`src/rtl/rv32_pkg.sv`:
```
// Shared RV32 core definitions: fetch sequencer state encoding and the
// system-instruction encodings the decoder matches to raise halt_instr.
package rv32_pkg;

  typedef enum logic [2:0] {
    FETCH = 3'd0,
    EXEC  = 3'd1,
    MEM   = 3'd2,
    HALT  = 3'd3,
    ERROR = 3'd4
  } fetch_state_t;

  localparam logic [31:0] INSTR_EBREAK = 32'h0010_0073;
  localparam logic [31:0] INSTR_ECALL  = 32'h0000_0073;

  function automatic logic is_halt_instr(input logic [31:0] word);
    return (word == INSTR_EBREAK) || (word == INSTR_ECALL);
  endfunction

endpackage

```
`src/rtl/fetch_sequencer_ack_timer.sv`:
```
// Acknowledge wait timer for fetch_sequencer: counts idle request cycles and
// flags the last permitted cycle before a timeout fault.
module ack_timer #(
  parameter int TIMEOUT_CYCLES = 16
) (
  input  logic clock,
  input  logic reset,
  input  logic clear,
  input  logic count_en,
  output logic terminal
);

  localparam int W = $clog2(TIMEOUT_CYCLES);
  localparam logic [W-1:0] LAST = W'(TIMEOUT_CYCLES - 1);

  logic [W-1:0] count_reg;

  always_ff @(posedge clock or negedge reset) begin
    if (!reset) begin
      count_reg <= '0;
    end else if (clear) begin
      count_reg <= '0;
    end else if (count_en) begin
      count_reg <= count_reg + W'(1);
    end
  end

  assign terminal = (count_reg == LAST);

endmodule

```
`src/rtl/fetch_sequencer.sv`:
```
// Fetch/execute/memory cadence controller driving imem/dmem requests and the PC
// enable. Define FETCH_SEQUENCER_TIMEOUT_EN to enable the acknowledge timeout fault.
module fetch_sequencer
  import rv32_pkg::*;
#(
  parameter int TIMEOUT_CYCLES = 16
) (
  input  logic        clock,
  input  logic        reset,
  input  logic        imem_ack,
  input  logic [31:0] imem_rdata,
  input  logic        dmem_access,
  input  logic        dmem_ack,
  input  logic        halt_instr,
  input  logic        resume,
  output logic        imem_req,
  output logic [31:0] instr_out,
  output logic        instr_valid,
  output logic        dmem_req,
  output logic        pc_en,
  output logic        halted,
  output logic        fetch_err
);

  if (TIMEOUT_CYCLES < 2) begin : g_timeout_check
    $error("fetch_sequencer: TIMEOUT_CYCLES must be at least 2");
  end

  fetch_state_t state_reg, state_next;
  logic [31:0]  instr_reg;
  logic         load_instr;
  // Set after the first HALT cycle so a resume held high on entry is not taken.
  logic         halt_armed_reg;

`ifdef FETCH_SEQUENCER_TIMEOUT_EN
  logic timer_clear;
  logic timer_count;
  logic timeout;

  assign timer_clear = (state_next != state_reg);
  assign timer_count = ((state_reg == FETCH) && !imem_ack) ||
                       ((state_reg == MEM) && !dmem_ack);

  ack_timer #(
    .TIMEOUT_CYCLES(TIMEOUT_CYCLES)
  ) u_ack_timer (
    .clock    (clock),
    .reset    (reset),
    .clear    (timer_clear),
    .count_en (timer_count),
    .terminal (timeout)
  );
`endif

  always_ff @(posedge clock or negedge reset) begin
    if (!reset) begin
      state_reg      <= FETCH;
      instr_reg      <= '0;
      halt_armed_reg <= 1'b0;
    end else begin
      state_reg      <= state_next;
      halt_armed_reg <= (state_reg == HALT);
      if (load_instr) begin
        instr_reg <= imem_rdata;
      end
    end
  end

  always_comb begin
    state_next = state_reg;
    pc_en      = 1'b0;
    load_instr = 1'b0;
    case (state_reg)
      FETCH: begin
        if (imem_ack) begin
          load_instr = 1'b1;
          state_next = EXEC;
        end
`ifdef FETCH_SEQUENCER_TIMEOUT_EN
        else if (timeout) begin
          state_next = ERROR;
        end
`endif
      end
      EXEC: begin
        if (halt_instr) begin
          state_next = HALT;
        end else if (dmem_access) begin
          state_next = MEM;
        end else begin
          pc_en      = 1'b1;
          state_next = FETCH;
        end
      end
      MEM: begin
        if (dmem_ack) begin
          pc_en      = 1'b1;
          state_next = FETCH;
        end
`ifdef FETCH_SEQUENCER_TIMEOUT_EN
        else if (timeout) begin
          state_next = ERROR;
        end
`endif
      end
      HALT: begin
        if (resume && halt_armed_reg) begin
          pc_en      = 1'b1;
          state_next = FETCH;
        end
      end
`ifdef FETCH_SEQUENCER_TIMEOUT_EN
      ERROR: begin
        state_next = ERROR;
      end
`endif
      default: begin
        state_next = FETCH;
      end
    endcase
  end

  assign imem_req    = (state_reg == FETCH);
  assign dmem_req    = (state_reg == MEM);
  assign instr_valid = (state_reg == EXEC) || (state_reg == MEM) || (state_reg == HALT);
  assign halted      = (state_reg == HALT);
  assign instr_out   = instr_reg;

`ifdef FETCH_SEQUENCER_TIMEOUT_EN
  assign fetch_err = (state_reg == ERROR);
`else
  assign fetch_err = 1'b0;
`endif

endmodule

```
`config.mk`:
```
export PLATFORM = sky130hd
export DESIGN_NAME = fetch_sequencer
export DESIGN_NICKNAME = d
export VERILOG_FILES = /design/src/rtl/rv32_pkg.sv /design/src/rtl/fetch_sequencer_ack_timer.sv /design/src/rtl/fetch_sequencer.sv
export SDC_FILE = /design/constraint.sdc
export NUM_CORES = 1
export LEC_CHECK = 0
export ABC_AREA = 1
export BUFFER_PORTS_ARGS = -buffer_cell sky130_fd_sc_hd__buf_2
export CORE_MARGIN = 4
export CORE_UTILIZATION = 44
export CTS_CLUSTER_SIZE = 16
export DETAILED_ROUTE_END_ITERATION = 12
export PLACE_DENSITY = 0.78
export SETUP_SLACK_MARGIN = 0.4
export SYNTH_ARGS = -nofsm -noshare
export SYNTH_HDL_FRONTEND = slang
export SYNTH_SLANG_ARGS = --single-unit
```
`constraint.sdc`:
```
create_clock -name clock -period 1.2 [get_ports clock]
set_input_delay 0.18 -clock clock [delete_from_list [all_inputs] [get_ports clock]]
set_output_delay 0.18 -clock clock [all_outputs]
set_load 0.005 [all_outputs]
```
==> results by group, run 1 <==
Global route
  – Vias in the first global route: 1471
  – Largest net degree at the start of global routing: 21
  – First-pass GRT wire length: 6.58 mm
  – Gr usage total: 20.5%
  – Initial antenna violation count: 0
  – Grt ovf: 0

Placed design
  – RePlAce Congestion: 0.754
  – Placed cell areas: 0.00190 mm²
  – Placed insts: 285
  – DP Worst Slack: -0.000478 ns
  – IO Port Bufs: 75
  – Placed wire-length estimate: 2.69 mm

Pwr
  – P_leak: 1.32 nW
  – Worst VDD drop: 0.00112 V
  – Total power: 0.00572 W
  – Pwr dens: 2530 mW/mm²

Finish
  – Final nets: 314
  – Finished Layout Cells: 319
  – ANT cells: 0
  – Largest register FFs: 32
  – Fillers: 239
  – Layout cell share with drive strength beyond 1: 46.5%
  – Fin area: 0.00226 mm²
  – Area delta synth->final: 52.9%

Die
  – Starting Density: 47.3%
  – Core Rows: 20
  – Die width: 66 µm
  – Die H: 66 µm
  – IO Count: 77
  – Core ar.: 0.00313 mm²
  – Die area: 0.00436 mm²

Clocking
  – CTS tree: done
  – Worst-Skew Late Latency: 0.34 ns
  – Root Buffer: clkbuf_4
  – Clk sinks: 35
  – CTS H-Tree Depth: 2
  – Cts bufs inserted: 5
  – CTS clk-pin slew, worst paths: 0.10 ns
  – Max Buffers Root-to-Sink: 2

Setup path
  – RR Startpoint: state_reg[1]
  – Worst path max stage delay: 0.41 ns
  – Critical setup path kind: flop to output port
  – R2R Path End: instr_out[10]
  – Most common cell on crit path: buf_6
  – Critical-path cell list: buf_6 -> nor2_4 -> buf_6 -> inv_2 -> buf_6
  – CP endpoint kind: output port
  – Required time worst endpoint: 1.02 ns
  – CP max-delay cell: dfrtp_1
  – Critical path startpoint category: flop
  – Worst Path Max Fanout: 3
  – Crit path buffers/inverters: 4
  – R2r setup slk: -0.03 ns
  – Arrival time at the worst endpoint: 1.27 ns
  – R2R cell count: 6
  – Crit path max-delay family: flip-flops

Drt
  – DR vias/cell: 4.68
  – First DRT Iteration DRCs: 76
  – Final wirelength: 4.16 mm
  – DR vias: 1494
  – Drt wl/cell: 13.0 µm
  – Antenna viol nets, final: 0
  – Pre-antenna DRT Iters: 4
  – DRC viols: 0

Synth
  – Yosys top cell by area: dfrtp_1
  – Gate Count Post-Synth: 168
  – Count leader, synth: nand2_1
  – Post-synthesis sequential area ratio: 59.2%
  – Top cell type's share of synthesized area: 59.2%
  – Synth warn: 0
  – Ys flop type: dfrtp_1
  – Top cells by area, synth: dfrtp_1 59%, nand2_1 18%, nand3_1 11%, buf_6 2.3%, buf_4 2.0%
  – Syn avg cell area: 8.81 µm²
  – Asr flop ratio synth: 100%
  – Yosys reg bits: 35
  – Yosys cell types: 16
  – Netlist Area Pre-Place: 0.00148 mm²
  – Post-synth top cells: 71 x nand2_1, 35 x dfrtp_1, 34 x nand3_1
  – Syn nets: 207
  – Post-synth EDFFs: 0

STA
  – Setup violators final: 26
  – Period minus WS final: 1.45 ns
  – Final Hold Fails: 0
  – Crit share post-route: 121%
  – Clock skew: 0.00898 ns
  – Fmax: 0.689 GHz
  – Unrepaired setup endpoints after global routing: yes
  – Pins Over Slew Limit: 0
  – Final worst slack: -0.250 ns

Min path
  – Worst hold stages: 3
  – Hold Path Class: input pin to flop
  – Hold Startpoint: imem_rdata[18]
  – WHS Endpoint: instr_out[18]

Outcome
  – Failing checks: setup timing
  – Status: finished with violations

Job
  – Max-cap viol count: 0
==> cell type report <==
type,instances,area (µm²),area share [%]
clock buffer,6,51.3,2.27
clock inverter,1,5.00,0.221
inverter,6,25.0,1.11
multi-input combinational,117,554,24.5
sequential,35,876,38.7
tap,44,55.1,2.43
timing repair buffer,110,697,30.8
==> what timing repair did <==
action	CTS	global route
hold buffers	1	0
resized for setup	19	6
buffers inserted	16	9
cloned	1	0
setup endpoints to repair	72	72
pin swaps	2	0
endpoints found under the hold margin	35	0
==> metal layers <==
metal	GRT usage [%]	vias to the layer above	routed length (µm)
met5	0	-	0
met3	4.76	11	272
met2	34.8	53	2210
met1	23.6	687	1560
met4	11.9	0	114
li1	-	743	-
==> worst max path at each step <==
stage | start | endpoint | slack, ns | cells after the start
4_1_cts | state_reg[1] | instr_valid | -0.23 | 5
2_1_floorplan | state_reg[1] | instr_out[10] | 0.15 | 5
3_5_place_dp | state_reg[0] | instr_out[14] | -0.0005 | 4
5_1_grt | state_reg[1] | instr_valid | -0.32 | 5
3_3_place_gp | state_reg[0] | instr_out[14] | 0.05 | 4
6_report | state_reg[1] | instr_valid | -0.25 | 5
==> through the flow <==
| step | TNS, ns | utilization (%) | hold slack [ns] |
|---|---|---|---|
| after detailed placement | -0.000478 | 60.7 | 0.143 |
| after floorplan | 0 | - | -0.116 |
| after CTS | -2.76 | 69.3 | 0.0580 |
| after global placement | 0 | 60.7 | 0.144 |
| after global routing | -4.26 | 72.4 | 0.0629 |
| final | -1.30 | 72.4 | 0.0703 |
==> where the power goes <==
| part | total (W) | internal, W | switching [W] |
|---|---|---|---|
| Combinational | 0.00308 | 0.00162 | 0.00146 |
| Clock | 0.000636 | 0.000271 | 0.000365 |
| Sequential | 0.00201 | 0.00173 | 0.000276 |
| Total | 0.00572 | 0.00362 | 0.00210 |
==> tightest hold or removal path: cells and delay by family <==
kind                   cells  cell delay, ns
buffers and inverters      1            0.07
and+or+nand+nor            2            0.13
==> cells by family after synthesis <==
group                  count (synthesis)  share of synthesized area (%)
AND/OR/NAND/NOR                      113                           32.7
AO/OA/AOI/OAI                          2                          0.845
buffers and inverters                 17                           7.02
other                                  1                          0.253
flip-flops                            35                           59.2
==> placed cells by master, fill, tap and decap left out, drive strengths merged <==
cell type      n
buf          109
clkbuf         6
clkinv         1
conb           1
dfrtp         35
dlygate4sd3    1
inv            6
nand2         73
nand3         34
nand4          1
nor2           6
o211ai         1
o21ai          1
No activity file was read; power rests on OpenSTA's default activity.
==> inputs of run 2 (changes only) <==
Settings changed: ABC_AREA 1 to default, CORE_UTILIZATION 44 to 45, PLACE_DENSITY 0.78 to 0.79.
==> results by group, run 2 <==
Synth
  – Gate Count Post-Synth: 89 (was 168)
  – Netlist Area Pre-Place: 0.00153 mm² (was 0.00148 mm²)
  – Post-synth EDFFs: 0 (unchanged)
  – Yosys reg bits: 35 (unchanged)
  – Syn avg cell area: 17.2 µm² (was 8.81 µm²)
  – Count leader, synth: dfrtp_1 (was nand2_1)
  – Top cells by area, synth: dfrtp_1 57%, mux2_4 29%, buf_12 3.9%, mux2_2 1.5%, o21ai_0 1.3% (was dfrtp_1 59%, nand2_1 18%, nand3_1 11%, buf_6 2.3%, buf_4 2.0%)
  – Synth warn: 0 (unchanged)
  – Post-synth top cells: 35 x dfrtp_1, 30 x mux2_4, 4 x o21ai_0 (was 71 x nand2_1, 35 x dfrtp_1, 34 x nand3_1)
  – Post-synthesis sequential area ratio: 57.3% (was 59.2%)
  – Top cell type's share of synthesized area: 57.3% (was 59.2%)
  – Asr flop ratio synth: 100% (unchanged)
  – Ys flop type: dfrtp_1 (unchanged)
  – Yosys top cell by area: dfrtp_1 (unchanged)
  – Yosys cell types: 19 (was 16)
  – Syn nets: 128 (was 207)

STA
  – Crit share post-route: 132% (was 121%)
  – Pins Over Slew Limit: 0 (unchanged)
  – Final worst slack: -0.385 ns (was -0.250 ns)
  – Setup violators final: 37 (was 26)
  – Fin Setup TNS: -11.83 ns (was -1.30 ns)
  – Final Hold Fails: 0 (unchanged)
  – Fmax: 0.631 GHz (was 0.689 GHz)
  – Clock skew: 0.00414 ns (was 0.00898 ns)
  – Period minus WS final: 1.59 ns (was 1.45 ns)
  – Unrepaired setup endpoints after global routing: yes (unchanged)

Global route
  – Largest net degree at the start of global routing: 20 (was 21)
  – Initial antenna violation count: 0 (unchanged)
  – Gr usage total: 18.9% (was 20.5%)
  – First-pass GRT wire length: 5.90 mm (was 6.58 mm)
  – Vias in the first global route: 1245 (was 1471)
  – Grt ovf: 0 (unchanged)

Outcome
  – Failing checks: setup timing (unchanged)
  – Status: finished with violations (unchanged)

Die
  – Die width: 66.3 µm (was 66 µm)
  – IO Count: 77 (unchanged)
  – Core ar.: 0.00315 mm² (was 0.00313 mm²)
  – Die H: 66.3 µm (was 66 µm)
  – Core Rows: 20 (unchanged)
  – Die area: 0.00439 mm² (was 0.00436 mm²)
  – Starting Density: 48.5% (was 47.3%)

Finish
  – Area delta synth->final: 63.4% (was 52.9%)
  – Final nets: 252 (was 314)
  – Commonest non-fill, non-tap cell in the layout: buf_2 (unchanged)
  – Layout cell share with drive strength beyond 1: 79.9% (was 46.5%)
  – Fillers: 191 (was 239)
  – ANT cells: 0 (unchanged)
  – Finished Layout Cells: 258 (was 319)
  – Largest register FFs: 32 (unchanged)
  – Highest-count cells in the layout ignoring fill and taps: 71 x buf_2, 35 x dfrtp_1, 34 x buf_4, 32 x mux2_4, 7 x buf_6 (was 72 x buf_2, 69 x nand2_1, 35 x dfrtp_1, 33 x nand3_1, 26 x buf_4)

Drt
  – DR vias/cell: 4.57 (was 4.68)
  – Final wirelength: 4.06 mm (was 4.16 mm)
  – DR vias: 1178 (was 1494)
  – DRC viols: 0 (unchanged)
  – Drt wl/cell: 15.7 µm (was 13.0 µm)
  – Pre-antenna DRT Iters: 4 (unchanged)
  – First DRT Iteration DRCs: 33 (was 76)
  – Antenna viol nets, final: 0 (unchanged)

Setup path
  – R2R Path End: instr_out[7] (was instr_out[10])
  – Critical setup path kind: flop to output port (unchanged)
  – Critical path endpoint: pc_en (was instr_valid)
  – R2R cell count: 6 (unchanged)
  – Arrival time at the worst endpoint: 1.41 ns (was 1.27 ns)
  – R2r setup slk: -0.35 ns (was -0.03 ns)
  – Worst Path Max Fanout: 4 (was 3)
  – CP endpoint kind: output port (unchanged)
  – Critical path startpoint category: flop (unchanged)
  – RR Startpoint: state_reg[0] (was state_reg[1])
  – CP Launch Point: state_reg[0] (was state_reg[1])
  – Required time worst endpoint: 1.02 ns (about the same)

Clocking
  – Cts bufs inserted: 5 (unchanged)
  – Clk sinks: 35 (unchanged)
  – CTS H-Tree Depth: 2 (unchanged)
  – CTS clk-pin slew, worst paths: 0.10 ns (about the same)
  – CTS tree: done (unchanged)
  – Worst-Skew Late Latency: 0.33 ns (was 0.34 ns)
  – Root Buffer: clkbuf_4 (unchanged)
  – Max Buffers Root-to-Sink: 2 (unchanged)

Placed design
  – IO Port Bufs: 75 (unchanged)
  – DP Worst Slack: -0.252 ns (was -0.000478 ns)
  – RePlAce Congestion: 0.788 (was 0.754)
  – Placed wire-length estimate: 2.39 mm (was 2.69 mm)
  – Placed insts: 210 (was 285)

Pwr
  – Net Sw Frac: 29.0% (was 36.7%)
  – Net switching power figure: 0.00197 W (was 0.00210 W)
  – Clock network fraction of design power: 10.7% (was 11.1%)
  – Logic pwr share: 58.2% (was 53.8%)
  – P_leak: 1.32 nW (about the same)
  – Worst VDD drop: 0.00153 V (was 0.00112 V)
  – Flop pwr share: 31.1% (was 35.1%)
  – Int Pwr: 0.00483 W (was 0.00362 W)
  – Pwr dens: 2720 mW/mm² (was 2530 mW/mm²)

Job
  – Max-cap viol count: 0 (unchanged)

Min path
  – Hold Path Class: input pin to flop (unchanged)
run 2: cell count changes after synthesis, sizes merged, moves of 2 or more:
| cell | delta |
|---|---|
| o21ai | +3 |
| and2 | +2 |
| nor2 | -4 |
| mux2 | +32 |
| buf | -5 |
| nand3 | -34 |
| nand2 | -71 |
| inv | -5 |
run 2: final cells by class:
type / count / area [µm²] / area share [%]
timing repair buffer: 122 / 882 / 35.3
sequential: 35 / 876 / 35.1
multi-input combinational: 48 / 609 / 24.4
clock buffer: 7 / 65.1 / 2.60
tap: 44 / 55.1 / 2.20
clock inverter: 1 / 7.51 / 0.300
inverter: 1 / 3.75 / 0.150
run 2: repair_timing:
item | 4_1_cts | 5_1_grt
hold buffers | 1 | 0
hold endpoints to repair | 16 | 0
setup buffers | 24 | 13
gates cloned | 2 | 0
pin swaps | 3 | 1
resized for setup | 13 | 9
setup endpoints to repair | 72 | 82
run 2: critical path, cell delays in order, from the launching register on:
cell and delay, ns:
dfrtp_1 0.41, buf_6 0.13, a21boi_4 0.13, o21ai_2 0.15, nor2b_4 0.14, buf_2 0.11
run 2: how the worst min path moves through the flow:
stage	from	end	slack [ns]	depth (start not counted)
2_1_floorplan	reset	halt_armed_reg	-0.12	0
3_3_place_gp	reset	instr_out[6]	0.12	1
3_5_place_dp	reset	instr_out[6]	0.13	1
4_1_cts	imem_rdata[5]	instr_out[5]	0.05	2
5_1_grt	imem_rdata[5]	instr_out[5]	0.04	2
6_report	imem_rdata[5]	instr_out[5]	0.07	2
run 2: cell families after synthesis:
logic type	Yosys count	share of synthesized area, %
mux	33	31.6
other cells	1	0.245
flops	35	57.3
simple gates	8	3.36
buf+inv	6	5.40
compound gates	6	2.13
run 2: per-stage QoR:
| step | hold slack [ns] | util, % | total power, W | cell area (µm²) |
|---|---|---|---|---|
| global placement | 0.121 | 62.6 | 0.00451 | 1970 |
| finish | 0.0718 | 79.2 | 0.00680 | 2500 |
| global route | 0.0405 | 79.2 | 0.00720 | 2500 |
| floorplan | -0.116 | - | 0.00367 | 1530 |
| CTS | 0.0539 | 75.1 | 0.00632 | 2370 |
| detailed placement | 0.134 | 62.6 | 0.00462 | 1970 |
run 2: power groups by stage:
| stage | clock, W | combinational [W] | sequential, W |
|---|---|---|---|
| after global routing | 0.000811 | 0.00421 | 0.00218 |
| after floorplan | 0 | 0.00149 | 0.00218 |
| final | 0.000726 | 0.00396 | 0.00212 |
| after CTS | 0.000754 | 0.00349 | 0.00207 |
| after global placement | 0 | 0.00244 | 0.00207 |
| after detailed placement | 0 | 0.00249 | 0.00212 |
run 2: layer usage:
| layer | track usage, % | share of wire [%] | up-vias |
|---|---|---|---|
| met5 | 0 | 0 | - |
| met4 | 7.61 | 1.5 | 0 |
| met3 | 6.12 | 9.5 | 5 |
| met2 | 33.6 | 52 | 61 |
| met1 | 20.4 | 37 | 557 |
| li1 | - | - | 555 |
